## src/rtl/alu_arbiter_32bit.sv

```systemverilog
// Two-requester round-robin front end for a shared 32-bit ALU: latches one command,
// holds alu_start for SETTLE_CYCLES, then presents a tagged response over valid/ready.
module alu_arbiter_32bit #(
  parameter int unsigned SETTLE_CYCLES = 2
) (
  input  logic        clk,
  input  logic        rst_n,
  input  logic        req0_valid,
  output logic        req0_ready,
  input  logic [31:0] req0_a,
  input  logic [31:0] req0_b,
  input  logic [3:0]  req0_op,
  input  logic        req1_valid,
  output logic        req1_ready,
  input  logic [31:0] req1_a,
  input  logic [31:0] req1_b,
  input  logic [3:0]  req1_op,
  output logic        rsp_valid,
  input  logic        rsp_ready,
  output logic        rsp_id,
  output logic [31:0] rsp_result,
  output logic [3:0]  rsp_flags,
  output logic        rsp_err,
  output logic [31:0] alu_a,
  output logic [31:0] alu_b,
  output logic [31:0] alu_op,
  output logic        alu_start,
  input  logic [31:0] alu_result,
  input  logic        alu_n,
  input  logic        alu_z,
  input  logic        alu_c,
  input  logic        alu_v,
  output logic        busy
);

  localparam logic [1:0] S_IDLE    = 2'd0;
  localparam logic [1:0] S_ISSUE   = 2'd1;
  localparam logic [1:0] S_RESPOND = 2'd2;

  logic [1:0]  r_state;
  logic [3:0]  r_cnt;
  logic        r_last_grant;
  logic [31:0] r_alu_a;
  logic [31:0] r_alu_b;
  logic [3:0]  r_alu_op;
  logic        r_alu_start;
  logic        r_rsp_valid;
  logic        r_rsp_id;
  logic        r_rsp_err;
  logic [31:0] r_rsp_result;
  logic [3:0]  r_rsp_flags;

  logic [1:0]  w_valid;
  logic [1:0]  w_ready;
  logic [31:0] w_a [2];
  logic [31:0] w_b [2];
  logic [3:0]  w_op [2];
  logic        w_idle;
  logic        w_grant_id;
  logic        w_accept;
  logic [3:0]  w_sel_op;
  logic        w_op_legal;
  logic        w_settle_done;

  assign w_valid = {req1_valid, req0_valid};
  assign w_a[0]  = req0_a;
  assign w_a[1]  = req1_a;
  assign w_b[0]  = req0_b;
  assign w_b[1]  = req1_b;
  assign w_op[0] = req0_op;
  assign w_op[1] = req1_op;

  assign w_idle = (r_state == S_IDLE);

  // On a tie the requester not served last wins; otherwise whoever is valid.
  always_comb begin
    w_grant_id = w_valid[1];
    if (w_valid == 2'b11) begin
      w_grant_id = ~r_last_grant;
    end
  end

  generate
    for (genvar gi = 0; gi < 2; gi++) begin : g_ready
      assign w_ready[gi] = w_idle && w_valid[gi] && (w_grant_id == 1'(gi));
    end
  endgenerate

  assign req0_ready = w_ready[0];
  assign req1_ready = w_ready[1];
  assign w_accept   = |w_ready;

  assign w_sel_op      = w_op[w_grant_id];
  assign w_op_legal    = (w_sel_op >= 4'd1) && (w_sel_op <= 4'd9);
  assign w_settle_done = (r_cnt == 4'(SETTLE_CYCLES - 1));

  always_ff @(posedge clk) begin
    if (!rst_n) begin
      r_state      <= S_IDLE;
      r_cnt        <= '0;
      r_last_grant <= 1'b1;
      r_alu_a      <= '0;
      r_alu_b      <= '0;
      r_alu_op     <= '0;
      r_alu_start  <= 1'b0;
      r_rsp_valid  <= 1'b0;
      r_rsp_id     <= 1'b0;
      r_rsp_err    <= 1'b0;
      r_rsp_result <= '0;
      r_rsp_flags  <= '0;
    end else begin
      case (r_state)
        S_IDLE: begin
          if (w_accept) begin
            r_alu_a      <= w_a[w_grant_id];
            r_alu_b      <= w_b[w_grant_id];
            r_alu_op     <= w_sel_op;
            r_rsp_id     <= w_grant_id;
            r_last_grant <= w_grant_id;
            r_cnt        <= '0;
            if (w_op_legal) begin
              r_state     <= S_ISSUE;
              r_alu_start <= 1'b1;
            end else begin
              // Illegal opcodes bypass the ALU and answer immediately.
              r_state      <= S_RESPOND;
              r_rsp_valid  <= 1'b1;
              r_rsp_err    <= 1'b1;
              r_rsp_result <= '0;
              r_rsp_flags  <= '0;
            end
          end
        end
        S_ISSUE: begin
          if (w_settle_done) begin
            r_rsp_result <= alu_result;
            r_rsp_flags  <= {alu_n, alu_z, alu_c, alu_v};
            r_rsp_err    <= 1'b0;
            r_alu_start  <= 1'b0;
            r_rsp_valid  <= 1'b1;
            r_state      <= S_RESPOND;
          end else begin
            r_cnt <= r_cnt + 4'd1;
          end
        end
        S_RESPOND: begin
          if (rsp_ready) begin
            r_rsp_valid <= 1'b0;
            r_state     <= S_IDLE;
          end
        end
        default: begin
          r_state <= S_IDLE;
        end
      endcase
    end
  end

  assign alu_a      = r_alu_a;
  assign alu_b      = r_alu_b;
  assign alu_op     = {28'd0, r_alu_op};
  assign alu_start  = r_alu_start;
  assign rsp_valid  = r_rsp_valid;
  assign rsp_id     = r_rsp_id;
  assign rsp_err    = r_rsp_err;
  assign rsp_result = r_rsp_result;
  assign rsp_flags  = r_rsp_flags;
  assign busy       = (r_state != S_IDLE);

endmodule
```

## config.mk

```make
export PLATFORM = sky130hd
export DESIGN_NAME = alu_arbiter_32bit
export DESIGN_NICKNAME = d
export VERILOG_FILES = /design/src/rtl/alu_arbiter_32bit.sv
export SDC_FILE = /design/constraint.sdc
export NUM_CORES = 1
export LEC_CHECK = 0
export ABC_AREA = 1
export BUFFER_PORTS_ARGS = -buffer_cell sky130_fd_sc_hd__buf_2
export CAP_MARGIN = 20
export CELL_PAD_IN_SITES_DETAIL_PLACEMENT = 1
export CELL_PAD_IN_SITES_GLOBAL_PLACEMENT = 1
export CORE_MARGIN = 8
export CORE_UTILIZATION = 26
export CTS_CLUSTER_SIZE = 20
export DETAILED_ROUTE_END_ITERATION = 7
export MAX_ROUTING_LAYER = met4
export PLACE_DENSITY_LB_ADDON = 0.3
export REMOVE_ABC_BUFFERS = 1
export SKIP_CTS_REPAIR_TIMING = 1
export SYNTH_ARGS = -nofsm -noshare
export SYNTH_HDL_FRONTEND = slang
export SYNTH_SLANG_ARGS = --single-unit
```

## constraint.sdc

```tcl
create_clock -name clk -period 1.4 [get_ports clk]
set_input_delay 0.14 -clock clk [delete_from_list [all_inputs] [get_ports clk]]
set_output_delay 0.14 -clock clk [all_outputs]
set_load 0.1 [all_outputs]
```

==> metrics <==
status finished, violations left; failing checks negative hold slack, negative setup slack; hold wc startpoint req0_a[5]; R2R Path Start r_state[0]; Synth Area in Simple Gates 0.262; largest family of logic cells by synthesized area simple AND/OR/NAND/NOR gates; top-count cell post-synth nand2_1; CTS Buf Count 17; routability cong. a little over 0.8; slew of the pin with the lowest slew margin approximately 0.54 ns; worst reg2reg setup slack -0.22 ns; Synth area leader dfxtp_1; number of port buffers between 200 and 300; number of global-route vias before repair 6296; top cells by count, synth nand2_1 (232), dfxtp_1 (115), o21ai_0 (69); top cells by area, synth dfxtp_1 (43%), nand2_1 (16%), a31oi_1 (7.5%); area grow syn2layout 82.9%; Setup crit end kind flop; Final Slew Violations 0; Worst Hold End alu_a[5]; first-pass GRT wire length about 35000 um; post-DP HPWL 16900 um; Worst R2R End rsp_result[21]; gr ovfl total 0; synthesized area ~5300 um^2; crit path time final 1.62 ns; clock sink count ~120; xor-xnor portion of the synthesized cell area 0; GRT Overall Usage 0.174; post-synthesis mux area share 0; compound-gate portion of the synthesized area 0.187; part of the Yosys area used for sequential elements 0.434; Clock Path Buffers 2; initial core utilization 0.263; ratio of cells with drive above 1 in the final layout 0.435; RSZ-0062 raised after global routing yes; crit path DAT roughly 1.9 ns; worst hold margin -0.0124 ns; Synthesis Warnings 0; Die Y around 160 um; Core Region ~20000 um^2; Rows 52; worst skew pair latency a little over 0.4 ns; antenna violations before repair 6; clk slew on worst S/H paths around 0.06 ns; cell area after layout between 9000 and 10000 um^2; Boundary Pins about 320; clock root buffer master clkbuf_16; post-route ant nets 0; Syn Area/Cell 7.10 um^2; Max Clock Freq between 600 and 700 MHz; endpoints failing hold 7; TritonCTS clock tree built; Worst Hold Path Cells 3; CP max FO 40; drt total wl around 27000 um; post-synthesis adder-cell area fraction 0.00471; synth unique cells 25; detailed-route via count between 6000 and 7000; worst setup margin -0.217 ns; Nets between 1000 and 1500; Synth Instances approximately 750; DRC 0; htree depth 4; Critical Path RT approximately 1.7 ns; largest net degree at the start of global routing 49; Final Setup Violations approximately 110; CP Class reg2reg; die width 159 um; Rel. slew slack 0.642; total die area between 20000 and 30000 um^2; drt pass-1 iters 4; synthesized flop and latch total 115; asr flop ratio synth 0; most used flip-flop cell after synthesis dfxtp_1; min-delay worst type in2reg; crit path launch type flop; number of flops mapped to enable cells by yosys 0; DR iter-0 viols between 200 and 250; FILL cells around 2500; Period Utilization, post-route 1.15; Setup Skew around 0.0076 ns; Synth top area share 0.434; max_cap viols 0; reg2reg path depth 9; Avg WL per Cell roughly 19 um; dpl cell area 7190 um^2; Vias/cell roughly 4.7
## flip-flops by register name, summed over array words and instances (netlist names), 2 cells and up
name	count
alu_a	32
r_cnt	4
rsp_flags	4
alu_b	32
r_state	2
r_alu_op	4
rsp_result	32
## worst max path at each step
stage | from | end
detailed placement | r_last_grant | rsp_result[21]
floorplan | r_state[0] | rsp_flags[0]
global placement | r_last_grant | rsp_result[8]
global route | r_state[0] | rsp_result[21]
finish | r_state[0] | rsp_result[21]
CTS | r_state[0] | req1_ready
## per-stage QoR
stage / utilization / setup slack, ns / hold slack (ns) / instances / setup TNS, ns
global placement: 0.357 / -0.158 / 0.408 / 1291 / -8.33
floorplan: - / -2.50 / 0.224 / 686 / -191.84
detailed placement: 0.357 / -0.199 / 0.414 / 1291 / -10.75
finish: 0.481 / -0.217 / -0.0124 / 1430 / -14.18
global route: 0.481 / -0.337 / -0.00473 / 1430 / -23.83
CTS: 0.388 / -0.515 / -0.0419 / 1323 / -14.19
## cells by family (layout without fill, tap and decap cells)
| family | count (synthesis) | count (layout) |
|---|---|---|
| AND/OR/NAND/NOR | 341 | 342 |
| AO/OA/AOI/OAI | 180 | 180 |
| flip-flops | 115 | 115 |
| buffers and inverters | 109 | 487 |
| adder cells (fa/ha/maj) | 2 | 2 |
| other | 1 | 34 |
## layer usage
metal / wire (um) / vias up / global-route usage
met3: 2250 / 40 / 0.0830
met4: 495 / 0 / 0.0519
li1: - / 3255 / -
met2: 13500 / 250 / 0.269
met1: 10800 / 3226 / 0.198
met5: 0 / - / -
## critical path: stages, from the launching register on
cell and delay, ns:
dfxtp_2 0.35, inv_4 0.05, buf_4 0.13, nor2_2 0.16, nand4_1 0.18, nand2_2 0.17, buf_12 0.23, nand3_1 0.12
nand2_1 0.07, nor2_1 0.04
## final cells by class
cell class	instances	area, um^2	area share
Antenna cell	6	15.0	0.00155
Clock buffer	19	443	0.0456
Clock inverter	13	184	0.0189
Inverter	20	90.1	0.00928
Multi-Input combinational cell	552	3030	0.312
Sequential cell	115	2310	0.238
Tap cell	270	338	0.0348
Timing Repair Buffer	435	3300	0.340
## placed cells by master (no fill, tap or decap), types with 27 or more instances in the layout
cell,n
dlygate4sd3_1,58
clkbuf_16,32
buf_4,40
buf_2,281
a21oi_1,27
a31oi_1,50
dfxtp_1,112
nand3_1,44
conb_1,28
nand2_1,220
nor2_1,40
Power is not shown: default switching activity piles up to over one toggle a cycle in this logic, so the estimate is an artifact.
